`src/rtl/rsv_station_gen.sv`:
```
// Age-ordered ALU reservation station: CDB operand wakeup, oldest-ready issue into a registered valid/ready stage.
// Optional RS_CDB_BYPASS_EN: dispatched operands also capture a same-cycle CDB broadcast.
module rsv_station_gen #(
    parameter int DEPTH  = 16,
    parameter int DATA_W = 32,
    parameter int TAG_W  = 4,
    parameter int OP_W   = 6,
    parameter int NCDB   = 2,
    localparam int OCC_W = $clog2(DEPTH + 1),
    localparam int IDX_W = (DEPTH > 1) ? $clog2(DEPTH) : 1
) (
    input  logic                   clk,
    input  logic                   rst,
    input  logic                   rdy,
    input  logic                   flush,
    input  logic                   in_valid,
    output logic                   in_ready,
    input  logic [OP_W-1:0]        in_op,
    input  logic [DATA_W-1:0]      in_pc,
    input  logic [DATA_W-1:0]      in_imm,
    input  logic [TAG_W-1:0]       in_rob_id,
    input  logic                   in_rs1_rdy,
    input  logic [DATA_W-1:0]      in_rs1_val,
    input  logic [TAG_W-1:0]       in_rs1_tag,
    input  logic                   in_rs2_rdy,
    input  logic [DATA_W-1:0]      in_rs2_val,
    input  logic [TAG_W-1:0]       in_rs2_tag,
    input  logic [NCDB-1:0]        cdb_valid,
    input  logic [NCDB*TAG_W-1:0]  cdb_tag,
    input  logic [NCDB*DATA_W-1:0] cdb_val,
    output logic                   out_valid,
    input  logic                   out_ready,
    output logic [OP_W-1:0]        out_op,
    output logic [DATA_W-1:0]      out_pc,
    output logic [DATA_W-1:0]      out_rs1,
    output logic [DATA_W-1:0]      out_rs2,
    output logic [DATA_W-1:0]      out_imm,
    output logic [TAG_W-1:0]       out_rob_id,
    output logic [OCC_W-1:0]       occupancy
);

    logic [DEPTH-1:0]  busy;
    logic [OP_W-1:0]   e_op      [DEPTH];
    logic [DATA_W-1:0] e_pc      [DEPTH];
    logic [DATA_W-1:0] e_imm     [DEPTH];
    logic [TAG_W-1:0]  e_rob     [DEPTH];
    logic [DEPTH-1:0]  e_rs1_rdy;
    logic [DATA_W-1:0] e_rs1_val [DEPTH];
    logic [TAG_W-1:0]  e_rs1_tag [DEPTH];
    logic [DEPTH-1:0]  e_rs2_rdy;
    logic [DATA_W-1:0] e_rs2_val [DEPTH];
    logic [TAG_W-1:0]  e_rs2_tag [DEPTH];
    // older[i][j] set means entry j was dispatched before entry i.
    logic [DEPTH-1:0]  older     [DEPTH];

    logic [TAG_W-1:0]  c_tag [NCDB];
    logic [DATA_W-1:0] c_val [NCDB];

    for (genvar k = 0; k < NCDB; k++) begin : g_cdb
        assign c_tag[k] = cdb_tag[k*TAG_W +: TAG_W];
        assign c_val[k] = cdb_val[k*DATA_W +: DATA_W];
    end

    logic [DEPTH-1:0]  w_rs1_rdy, w_rs2_rdy;
    logic [DATA_W-1:0] w_rs1_val [DEPTH];
    logic [DATA_W-1:0] w_rs2_val [DEPTH];

    // Walking channels high to low lets the lowest matching channel win.
    // NOTE: combinational blocks use blocking assignments and give every output a default first, so no latch can be inferred.
    always_comb begin
        for (int i = 0; i < DEPTH; i++) begin
            w_rs1_rdy[i] = e_rs1_rdy[i];
            w_rs1_val[i] = e_rs1_val[i];
            w_rs2_rdy[i] = e_rs2_rdy[i];
            w_rs2_val[i] = e_rs2_val[i];
            for (int k = NCDB - 1; k >= 0; k--) begin
                if (!e_rs1_rdy[i] && cdb_valid[k] && (c_tag[k] == e_rs1_tag[i])) begin
                    w_rs1_rdy[i] = 1'b1;
                    w_rs1_val[i] = c_val[k];
                end
                if (!e_rs2_rdy[i] && cdb_valid[k] && (c_tag[k] == e_rs2_tag[i])) begin
                    w_rs2_rdy[i] = 1'b1;
                    w_rs2_val[i] = c_val[k];
                end
            end
        end
    end

    logic              n_rs1_rdy, n_rs2_rdy;
    logic [DATA_W-1:0] n_rs1_val, n_rs2_val;

`ifdef RS_CDB_BYPASS_EN
    always_comb begin
        n_rs1_rdy = in_rs1_rdy;
        n_rs1_val = in_rs1_val;
        n_rs2_rdy = in_rs2_rdy;
        n_rs2_val = in_rs2_val;
        for (int k = NCDB - 1; k >= 0; k--) begin
            if (!in_rs1_rdy && cdb_valid[k] && (c_tag[k] == in_rs1_tag)) begin
                n_rs1_rdy = 1'b1;
                n_rs1_val = c_val[k];
            end
            if (!in_rs2_rdy && cdb_valid[k] && (c_tag[k] == in_rs2_tag)) begin
                n_rs2_rdy = 1'b1;
                n_rs2_val = c_val[k];
            end
        end
    end
`else
    assign n_rs1_rdy = in_rs1_rdy;
    assign n_rs1_val = in_rs1_val;
    assign n_rs2_rdy = in_rs2_rdy;
    assign n_rs2_val = in_rs2_val;
`endif

    logic [DEPTH-1:0] cand, sel, issue_mask;
    logic [IDX_W-1:0] sel_idx, alloc_idx;
    logic             issue_en, issue_hit, alloc_en;

    assign cand = busy & e_rs1_rdy & e_rs2_rdy;

    always_comb begin
        sel       = '0;
        sel_idx   = '0;
        alloc_idx = '0;
        for (int i = DEPTH - 1; i >= 0; i--) begin
            sel[i] = cand[i] && ((older[i] & cand) == '0);
            if (sel[i])   sel_idx   = IDX_W'(i);
            if (!busy[i]) alloc_idx = IDX_W'(i);
        end
    end

    always_comb begin
        occupancy = '0;
        for (int i = 0; i < DEPTH; i++) occupancy = occupancy + OCC_W'(busy[i]);
    end

    assign in_ready   = (occupancy < OCC_W'(DEPTH));
    assign issue_en   = rdy && !flush && (!out_valid || out_ready);
    assign issue_hit  = issue_en && (cand != '0);
    assign alloc_en   = rdy && !flush && in_valid && in_ready;
    assign issue_mask = issue_hit ? sel : '0;

    // NOTE: sequential state uses non-blocking assignments only, so every register samples pre-edge values.
    always_ff @(posedge clk) begin
        if (rst) begin
            busy       <= '0;
            out_valid  <= 1'b0;
            out_op     <= '0;
            out_pc     <= '0;
            out_rs1    <= '0;
            out_rs2    <= '0;
            out_imm    <= '0;
            out_rob_id <= '0;
        end else if (rdy) begin
            if (flush) begin
                busy      <= '0;
                out_valid <= 1'b0;
            end else begin
                if (issue_en) begin
                    out_valid <= issue_hit;
                    if (issue_hit) begin
                        out_op        <= e_op[sel_idx];
                        out_pc        <= e_pc[sel_idx];
                        out_rs1       <= e_rs1_val[sel_idx];
                        out_rs2       <= e_rs2_val[sel_idx];
                        out_imm       <= e_imm[sel_idx];
                        out_rob_id    <= e_rob[sel_idx];
                        busy[sel_idx] <= 1'b0;
                    end
                end
                if (alloc_en) busy[alloc_idx] <= 1'b1;
            end
        end
    end

    // NOTE: entry payload and age matrix have no reset; busy qualifies every use, and allocation rewrites them.
    always_ff @(posedge clk) begin
        if (rdy && !flush) begin
            for (int i = 0; i < DEPTH; i++) begin
                if (busy[i]) begin
                    e_rs1_rdy[i] <= w_rs1_rdy[i];
                    e_rs1_val[i] <= w_rs1_val[i];
                    e_rs2_rdy[i] <= w_rs2_rdy[i];
                    e_rs2_val[i] <= w_rs2_val[i];
                end
                if (alloc_en) older[i][alloc_idx] <= 1'b0;
            end
            if (alloc_en) begin
                e_op[alloc_idx]      <= in_op;
                e_pc[alloc_idx]      <= in_pc;
                e_imm[alloc_idx]     <= in_imm;
                e_rob[alloc_idx]     <= in_rob_id;
                e_rs1_rdy[alloc_idx] <= n_rs1_rdy;
                e_rs1_val[alloc_idx] <= n_rs1_val;
                e_rs1_tag[alloc_idx] <= in_rs1_tag;
                e_rs2_rdy[alloc_idx] <= n_rs2_rdy;
                e_rs2_val[alloc_idx] <= n_rs2_val;
                e_rs2_tag[alloc_idx] <= in_rs2_tag;
                older[alloc_idx]     <= busy & ~issue_mask;
            end
        end
    end

endmodule

```
`config.mk`:
```
export PLATFORM = sky130hd
export DESIGN_NAME = rsv_station_gen
export DESIGN_NICKNAME = d
export VERILOG_FILES = /design/src/rtl/rsv_station_gen.sv
export SDC_FILE = /design/constraint.sdc
export NUM_CORES = 2
export LEC_CHECK = 0
export ABC_AREA = 0
export BUFFER_PORTS_ARGS = -buffer_cell sky130_fd_sc_hd__buf_2
export CORE_MARGIN = 10
export CORE_UTILIZATION = 27
export CTS_CLUSTER_SIZE = 10
export DETAILED_ROUTE_END_ITERATION = 10
export MAX_ROUTING_LAYER = met4
export PLACE_DENSITY_LB_ADDON = 0.12
export SYNTH_ARGS = -nofsm -noshare
export SYNTH_HDL_FRONTEND = slang
export SYNTH_SLANG_ARGS = --single-unit
```
`constraint.sdc`:
```
create_clock -name clk -period 11.2 [get_ports clk]
set_clock_uncertainty 0.2 [all_clocks]
set_input_delay 2.24 -clock clk [delete_from_list [all_inputs] [get_ports clk]]
set_output_delay 2.24 -clock clk [all_outputs]
set_load 0.02 [all_outputs]
```
==> flow_summary.toml <==
[synthesis]
synthSimpleGateAreaFrac_pct = 9.73
yosys.cell_types.count = 80
yosys.area_share.adder_pct = 0.198
synthCells = 11100
synth_edf_count = 2624
synth_area_leaders = "edfxtp_1, mux2i_1, o21ai_0, nand2_1, clkbuf_1"
ys_warn_count = 0
yosys.area_share.xor_xnor_pct = 1.17
synth_compound_area_share_pct = 14.8
yosys-mux-area-fraction_pct = 7.74
syn_area_per_cell_um2 = 11.9
synth_flop_cell = "edfxtp_1"
synthDominantCellAreaShare_pct = 59.5
ys_seq_area_share_pct = 61.8
synth_top_family_by_area = "compound AO/OA/AOI/OAI gates"
synth_area_mm2 = 0.132
synth_async_sr_flop_share_pct = 0
synth_top_cell_by_area = "edfxtp_1"
synth-seq-cells = 2779

[timing]
slew_headroom_pct = -1.99
fmax_mhz = 120
fin_crit_sh_pct = 74.6
worst_slew_pin_slew_ns = 1.52
layout_setup_ws_ns = 2.84
post-route-min-period_ns = 8.36
rsz0062_at_grt = "false"
fin_setup_tns_ns = 0
hold_viol_final = 0
slew_viol_final = 5
setup_viol = 0

[global_route]
grtUsageTotal_pct = 25.4
grt_pass1_vias = 99100
grt_pass1_wl_um = 897000
antenna_found_initial = 167
gr-total-overflow = 0
grt_max_degree = 143

[clock_network]
cts_tree = "built"
cts-resized-gates = 0
htree_levels = 5
cts_setup_buffers = 0
numCtsBuffers = 345
clk_latency_ns = 1.04
hold_buffers = 0
cts-root-buf = "clkbuf_16"
cts_buffer_depth = 4
path_clk_slew_ns = 0.06
clock_sink_count = 2779

[cells_and_area]
nets = 11100
fillers = 49100
drive_above_1_share_pct = 12.5
syn_to_final_growth_pct = 14.2

[setup_path]
reg2reg_to = "e_rs1_val[12][4]"
crit_arrival_ns = 8.91
cp-end-kind = "flop"
setup.worst_path.start_class = "flop"
ff2ff_setup_slack_ns = 2.84
rr_worst_depth = 19
r2r_start = "busy[7]"
cp_max_fo = 79
required_ns = 11.76
crit_type = "flop to flop"

[hold_path]
min_from = "out_valid"
hold_class = "flop to flop"
hold_end = "out_valid"
whs_path_depth = 2

[placement]
hpwl_um = 378000
post-place-ws_ns = 2.82
place.gp.congestion = 0.894
port_buffers = 372

[pwr]
powerDensity_mw_per_mm2 = 154
ir_worst_vdd_mv = 0.110
p_leak_uw = 0.0562

[floorplanning]
die-width_um = 720
rows = 257
coreArea_mm2 = 0.489
dieArea_mm2 = 0.519
die_height_um = 720
ioPinCount = 373
start_util_pct = 27.1

[flow_run]
cap_violations = 1

[detailed_routing]
routed_wl_um = 670000
drt_pass1_iterations = 11
avgViaCountPerCell = 5.80
detail-route-antenna-nets = 0
drc = 1
routedWlPerCell_um = 37.8
drt-initial-drc-count = 14500
via_count = 103000

[run_status]
violations = "DRC, capacitance limit, slew limit"
status = "finished with violations"
## placed cells by master (no fill, tap or decap), types with 155 or more instances in the layout
| cell | synthesis | routed |
|---|---|---|
| dfxtp_1 | 155 | 155 |
| a21oi_1 | 599 | 599 |
| nand3_1 | 324 | 320 |
| a22oi_1 | 255 | 255 |
| nor2_1 | 940 | 926 |
| nand2_1 | 993 | 926 |
| a221o_1 | 218 | 218 |
| edfxtp_1 | 2624 | 2624 |
| buf_4 | 16 | 266 |
| clkbuf_16 | 0 | 351 |
| mux2i_1 | 1024 | 1024 |
| buf_2 | 153 | 371 |
| o21ai_0 | 871 | 870 |
| clkbuf_1 | 960 | 179 |
| nand4_1 | 340 | 340 |
## area by class of cell
class / count / area (um^2) / area share [%]
inverter: 154 / 683 / 0.452
multi-input combinational: 6922 / 45300 / 29.9
clock buffer: 565 / 9940 / 6.57
tap: 6475 / 8100 / 5.36
clock inverter: 69 / 643 / 0.425
antenna: 88 / 220 / 0.146
timing repair buffer: 670 / 4500 / 2.97
sequential: 2779 / 81900 / 54.1
## how the worst max path moves through the flow
stage | startpoint | endpoint | slack (ns) | cells after the start
2_1_floorplan | busy[5] | e_rs2_val[12][22] | 2.68 | 22
3_3_place_gp | busy[7] | e_rs1_val[12][10] | 2.83 | 19
3_5_place_dp | busy[7] | e_rs1_val[12][4] | 2.82 | 19
4_1_cts | busy[7] | e_rs1_val[12][4] | 2.88 | 19
5_1_grt | busy[7] | e_rs1_val[12][4] | 2.42 | 19
6_report | busy[7] | e_rs1_val[12][4] | 2.84 | 19
## per-stage QoR
| stage | cells | total power [uW] | cell area, um^2 | util [%] | hold slack (ns) |
|---|---|---|---|---|---|
| after floorplan | 11200 | 12100 | 133000 | - | 0.325 |
| after global placement | 17000 | 12500 | 140000 | 28.7 | 0.265 |
| after detailed placement | 17000 | 12600 | 140000 | 28.7 | 0.268 |
| after CTS | 17600 | 23400 | 151000 | 30.9 | 0.275 |
| after global routing | 17700 | 23900 | 151000 | 30.9 | 0.323 |
| final | 17700 | 23200 | 151000 | 30.9 | 0.271 |
## registers in the layout (all words and copies together) (netlist names)
signal      count
e_imm         512
out_rob_id      4
e_rs2_tag      64
e_op           96
out_valid       1
older         256
e_pc          512
out_imm        32
e_rs1_val     512
e_rs2_rdy      16
busy           16
e_rs2_val     512
out_op          6
out_pc         32
e_rob          64
e_rs1_tag      64
out_rs1        32
e_rs1_rdy      16
out_rs2        32
## cells in the mapped netlist (33+ instances only)
| cell type | instances |
|---|---|
| o21ai_0 | 871 |
| a22o_1 | 108 |
| edfxtp_1 | 2624 |
| nand3_1 | 324 |
| a32o_1 | 121 |
| a21oi_1 | 599 |
| buf_6 | 33 |
| a2111oi_0 | 33 |
| nand4_1 | 340 |
| a221o_1 | 218 |
| buf_2 | 153 |
| xor2_1 | 138 |
| a221oi_1 | 70 |
| a222oi_1 | 67 |
| buf_1 | 138 |
| nand2_1 | 993 |
| a31o_2 | 60 |
| dfxtp_1 | 155 |
| mux2i_1 | 1024 |
| o22ai_1 | 33 |
| and3_1 | 96 |
| a2111oi_2 | 67 |
| clkbuf_1 | 960 |
| inv_1 | 150 |
| nor2_1 | 940 |
| o2111ai_1 | 63 |
| xnor2_1 | 39 |
| a311oi_1 | 130 |
| a22oi_1 | 255 |
## report_power, final
part | internal (uW) | switching, uW | leakage [uW]
sequential | 11400 | 23.4 | 0.0246
clock | 6130 | 4730 | 0.00511
combinational | 243 | 723 | 0.0265
total | 17800 | 5480 | 0.0562
## kinds of logic (layout without fill, tap and decap cells)
| family | Yosys count | after routing |
|---|---|---|
| AOI/OAI and AO/OA | 2831 | 2831 |
| xor gates and xnor gates | 177 | 177 |
| adders and majority gates | 15 | 15 |
| buffers and inverters | 1455 | 1458 |
| DFF | 2779 | 2779 |
| muxes | 1024 | 1024 |
| other | 1 | 103 |
| and+or+nand+nor | 2860 | 2860 |
## routing by layer
metal  vias up  GRT usage [%]  share of wire, %
met3      1379           4.33               8.0
met5         -              -                 0
met4         0           10.4               4.7
met1     53400           32.3                41
met2      5823           40.0                46
li1      42100              -                 -
## worst max-delay path, cell delays in order (launching register included)
cell     delay, ns
dfxtp_1       0.85
inv_1         0.22
fa_1          0.53
fa_1          0.54
fa_1          0.44
fa_1          0.50
inv_1         0.04
ha_1          0.20
inv_1         0.08
fa_1          0.20
nor2b_1       0.05
o21ai_0       0.29
nand3_1       0.16
nor2_1        0.17
o21ai_0       0.24
nor2_4        0.49
nand3_2       0.86
inv_8         1.04
buf_4         0.65
o21ai_0       0.21
No activity file was read; power rests on OpenSTA's default activity.
